--- src/rtl/div_mod_reduce.sv ---
// Combinational reduction of a weighted bit sum modulo a constant divisor.
module div_mod_reduce #(
  parameter int unsigned DIVISOR = 3,
  parameter int unsigned ACC_W   = 5,
  parameter int unsigned RES_W   = 2
) (
  input  logic [ACC_W-1:0] sum,
  output logic [RES_W-1:0] residue
);

  localparam int unsigned WIDE_W = ACC_W + 8;

  logic [WIDE_W-1:0] rem;

  // Restoring division against constant DIVISOR<<k, largest shift first;
  // only the compare/subtract chain remains after constant folding.
  always_comb begin
    rem = WIDE_W'(sum);
    for (int unsigned k = ACC_W; k > 0; k--) begin
      if (rem >= (WIDE_W'(DIVISOR) << (k - 1))) begin
        rem = rem - (WIDE_W'(DIVISOR) << (k - 1));
      end
    end
    residue = rem[RES_W-1:0];
  end

endmodule

--- config.mk ---
export PLATFORM = sky130hd
export DESIGN_NAME = div_mod_reduce
export DESIGN_NICKNAME = d
export VERILOG_FILES = /design/src/rtl/div_mod_reduce.sv
export SDC_FILE = /design/constraint.sdc
export NUM_CORES = 1
export LEC_CHECK = 0
export ABC_AREA = 1
export CAP_MARGIN = 40
export CORE_AREA = 5 5 42 44
export DETAILED_ROUTE_END_ITERATION = 8
export DIE_AREA = 0 0 47 49
export MAX_ROUTING_LAYER = met4
export PLACE_DENSITY_LB_ADDON = 0.05
export SLEW_MARGIN = 20
export SYNTH_ARGS = -nofsm -noshare
export SYNTH_HDL_FRONTEND = slang
export SYNTH_SLANG_ARGS = --single-unit
--- constraint.sdc ---
create_clock -name vclk -period 11.8
set_input_delay 3.54 -clock vclk [all_inputs]
set_output_delay 3.54 -clock vclk [all_outputs]
set_load 0.05 [all_outputs]
After elaboration in Yosys (flattened, before gate mapping)
Index checks and enable logic that the tools add are counted.
{"block": "totals", "register_bits": 0, "latchBits": 0, "ram_bits": 0, "mem_bits_ro": 0, "input_bits": 5, "out_inout_bits": 2, "wordCells": 12, "n_memories": 0}
{"block": "op_classes", "add_sub_neg": 4, "mul": 0, "n_div": 0, "order_cmp": 4, "eq_ne": 0, "n_shift": 0, "n_mux": 4, "bitwise_logic": 0, "reduce_logical": 0}
{"operator": "two-way mux 13 bit", "count": 3}
{"operator": "greater-or-equal comparator 13 x 2 -> 1 bit (second input constant)", "count": 1}
{"operator": "greater-or-equal comparator 13 x 3 -> 1 bit (second input constant)", "count": 1}
{"operator": "greater-or-equal comparator 13 x 4 -> 1 bit (second input constant)", "count": 1}
{"operator": "subtractor 13 x 3 -> 13 bit (second input constant)", "count": 1}
{"operator": "subtractor 13 x 4 -> 13 bit (second input constant)", "count": 1}
{"operator": "subtractor 5 x 5 -> 6 bit (second input constant)", "count": 1}
{"operator": "greater-or-equal comparator 5 bit (second input constant)", "count": 1}
{"operator": "two-way mux 2 bit", "count": 1}
{"operator": "subtractor 2 bit (second input constant)", "count": 1}

Logic depth before layout (Yosys ltp)
{"block": "logic_depth", "ltp_word": 8, "mapped_depth": 25}

Least setup slack after synthesis
No wires, ideal clock.
{"block": "synth_path", "path_type": "input port to output port", "startpoint": "in sum[3]", "endpoint": "out residue[0]", "t_arrival_ns": 6.331, "required_time_ns": 8.260, "setup_slack_ns": 1.929, "cell_stages": 23, "path_buffers": 0, "path_cell_list": "inv_1 > nor2_4 > inv_1 > o21ai_0 > inv_1 > ha_1 > or2_2 > nand2_2 > ha_1 > inv_1 > nand3_4 > nor2_4 > nand2_4 > nand2_1 > and2_1 > ha_1 > nor2_1 > nand2_1 > nor2_1 > nand3_1 > nor2_4 > nand3_1 > nand2_1"}
{"block": "synth_via", "elab_chain_len": 8, "word_cells_on_any_way": 12, "classes_between": "4 x add/sub; 4 x order compare; 4 x mux"}
{"item": "from (decl)", "line_no": "7", "source": "input logic [ACC_W-1:0] sum,"}
{"item": "subtractor 5 x 5 -> 6 bit / greater-or-equal comparator 5 bit (equally long branches)", "line_no": "21, 20"}
{"item": "two-way mux 13 bit *", "line_no": "20", "source": "if (rem >= (WIDE_W'(DIVISOR) << (k - 1))) begin"}
{"item": "subtractor 13 x 4 -> 13 bit / greater-or-equal comparator 13 x 4 -> 1 bit (equally long branches)", "line_no": "21, 20"}
{"item": "two-way mux 13 bit *", "line_no": "20"}
{"item": "subtractor 13 x 3 -> 13 bit / greater-or-equal comparator 13 x 3 -> 1 bit (equally long branches)", "line_no": "21, 20"}
{"item": "two-way mux 13 bit *", "line_no": "20"}
{"item": "greater-or-equal comparator 13 x 2 -> 1 bit / subtractor 2 bit (equally long branches)", "line_no": "20, 21"}
{"item": "two-way mux 2 bit *", "line_no": "20"}
{"item": "to (decl)", "line_no": "8", "source": "output logic [RES_W-1:0] residue"}
Every way passes the cells marked *; elsewhere a longest branch is shown, timed or not.

Final worst setup path
Ends and elaborated chain as after synthesis.

==> flow_summary.json <==
{
  "min_period_ns": 11.20,
  "cts_hold_buffers": 0,
  "ys_warn_count": 0,
  "clockBufferCount": 0,
  "critPathLaunchType": "input port",
  "leakagePower_nw": 0.459,
  "register_area_um2": 0,
  "die_w_um": 47,
  "fp.dieH_um": 49,
  "synth_area_leaders": "nand2_1 19%, ha_1 12%, inv_1 10%, nand3_1 10%, nand2_4 6.1%",
  "fin_setup_tns_ns": 0,
  "fillerInstances": 150,
  "end_kind": "output pin",
  "finalSetupViolations": 0,
  "hold-worst-slack_ns": 8.42,
  "power_density_nw_per_um2": 49.2,
  "synth.top_cell.area_share_pct": 18.9,
  "hp-class": "input port to output pin",
  "n_sequential_cell": 0,
  "gp_congestion": 0.844,
  "die_area_um2": 2300,
  "cts_setup_buffers": 0,
  "outcome": "finished clean",
  "avgSynthCellArea_um2": 5.87,
  "grt_max_degree": 12,
  "maxCapViolCount": 0,
  "track_usage_pct": 15.9,
  "grt_pass1_vias": 720,
  "crit_fanout": 10,
  "internal_power_w": 0.0000139,
  "ant_nets": 0,
  "diodes": 0,
  "ctsResizeCount": 0,
  "combPwrFrac_pct": 100.0,
  "avgViaCountPerCell": 5.08,
  "dpl.hpwl_um": 1320,
  "start_util_pct": 52.3,
  "stdcell_area_um2": 820,
  "power.switching_w": 0.0000263,
  "busiest_layer": "met2",
  "period_share_pct": 94.9,
  "seqPwrFrac_pct": 0,
  "antenna_found_initial": 0,
  "dp_slack_ns": 0.560,
  "grt_use_met1_pct": 22.0,
  "wl_per_cell_um": 10.4,
  "slew_headroom_pct": 66.8,
  "vias": 757,
  "clockPowerShare_pct": 0,
  "post_dp_cell_area_um2": 820,
  "grt_overflow_total": 0,
  "drive_gt1_share_pct": 18.0,
  "drc": 0,
  "max_freq_ghz": 0.0893,
  "io_pins": 7,
  "fin_ws_ns": 0.604,
  "coreArea_um2": 1400,
  "grt_pass1_wl_um": 2890,
  "slew_violations": 0,
  "design_power_total_w": 0.0000403,
  "rows": 14,
  "worstSetupPathType": "input port to output pin",
  "synth_cell_types": 23,
  "grt_util_met3_pct": 0,
  "initialDrtViolationCount": 12,
  "postSynthCellCount": 125,
  "numPortBuffers": 7,
  "cp.required_ns": 8.26,
  "area_growth_pct": 11.8,
  "first_pass_iters": 4,
  "globalRouteMet2Util_pct": 26.5,
  "netlist_area_um2": 733,
  "hold_viol": 0,
  "totalWireLength_um": 1550,
  "yosys.area.top_type": "nand2_1",
  "tightest_slew_ns": 0.496,
  "crit_arrival_ns": 7.66,
  "swShare_pct": 65.4,
  "rsz0062_at_grt": "no",
  "ir_drop_uv": 23.6,
  "finalNetCount": 147,
  "yosysSeqAreaShare_pct": 0
}
[power groups by stage]
stage	clock, W	sequential, W	combinational, W
after floorplan	0	0	0.0000323
after global placement	0	0	0.0000397
after detailed placement	0	0	0.0000404
after CTS	0	0	0.0000406
after global routing	0	0	0.0000456
final	0	0	0.0000403
[worst paths after layout]
check             startpoint    endpoint  slack (ns)  cells past startpoint
setup / recovery      sum[3]  residue[0]        0.60                     25
hold / removal        sum[0]  residue[0]        8.42                      4
[per-layer routing]
| metal | vias up | wire [µm] |
|---|---|---|
| met4 | 0 | 16 |
| met2 | 12 | 753 |
| met5 | - | 0 |
| li1 | 412 | - |
| met3 | 2 | 33 |
| met1 | 331 | 742 |
[logic make-up after synthesis]
kind of cell,count (synthesis),share of synthesized area (%)
compound gates,11,9.39
fa+ha+maj,7,11.9
buf+inv,22,12.3
other cells,1,0.511
simple gates,84,65.9
[worst max-delay path, stage by stage]
cell and delay, ns:
clkdlybuf4s50_1 0.45, inv_1 0.07, nor2_4 0.11, inv_1 0.06, o21ai_0 0.24, inv_1 0.08
ha_1 0.25, or2_2 0.30, nand2_2 0.15, ha_1 0.16, inv_1 0.09, nand3_4 0.13
nor2_4 0.06, nand2_4 0.12, nand2_1 0.08, and2_1 0.16, ha_1 0.18, nor2_1 0.10
nand2_1 0.05, nor2_1 0.08, nand3_1 0.11, nor2_4 0.12, nand3_1 0.08, nand2_1 0.07
clkdlybuf4s50_1 0.79
[cells in the mapped netlist (all sizes together), types with 3 or more instances]
cell    n
a21oi   3
nand3  18
nand4   4
inv    21
nor2   14
nand2  46
o21ai   7
ha      7
[metrics by stage]
stage          cells  util, %
4_1_cts          149     58.5
2_1_floorplan    127        -
3_3_place_gp     149     58.5
6_report         149     58.5
5_1_grt          149     58.5
3_5_place_dp     149     58.5
[layout make-up]
class / instances / area, µm² / area share (%)
inverters: 21 / 78.8 / 9.62
multi-input cells: 105 / 651 / 79.4
well taps: 16 / 20.0 / 2.44
repair buffers: 7 / 70.1 / 8.55
[layout by cell type (no fill, tap or decap), types with 4 or more instances in the layout]
master	n
nor2_1	7
ha_1	7
nand2_2	4
nand2_4	4
nand3_1	15
nor2_4	4
inv_1	20
nand2_1	37
o21ai_0	4
clkdlybuf4s50_1	7
nand4_1	4
No activity file was read; power rests on OpenSTA's default activity.
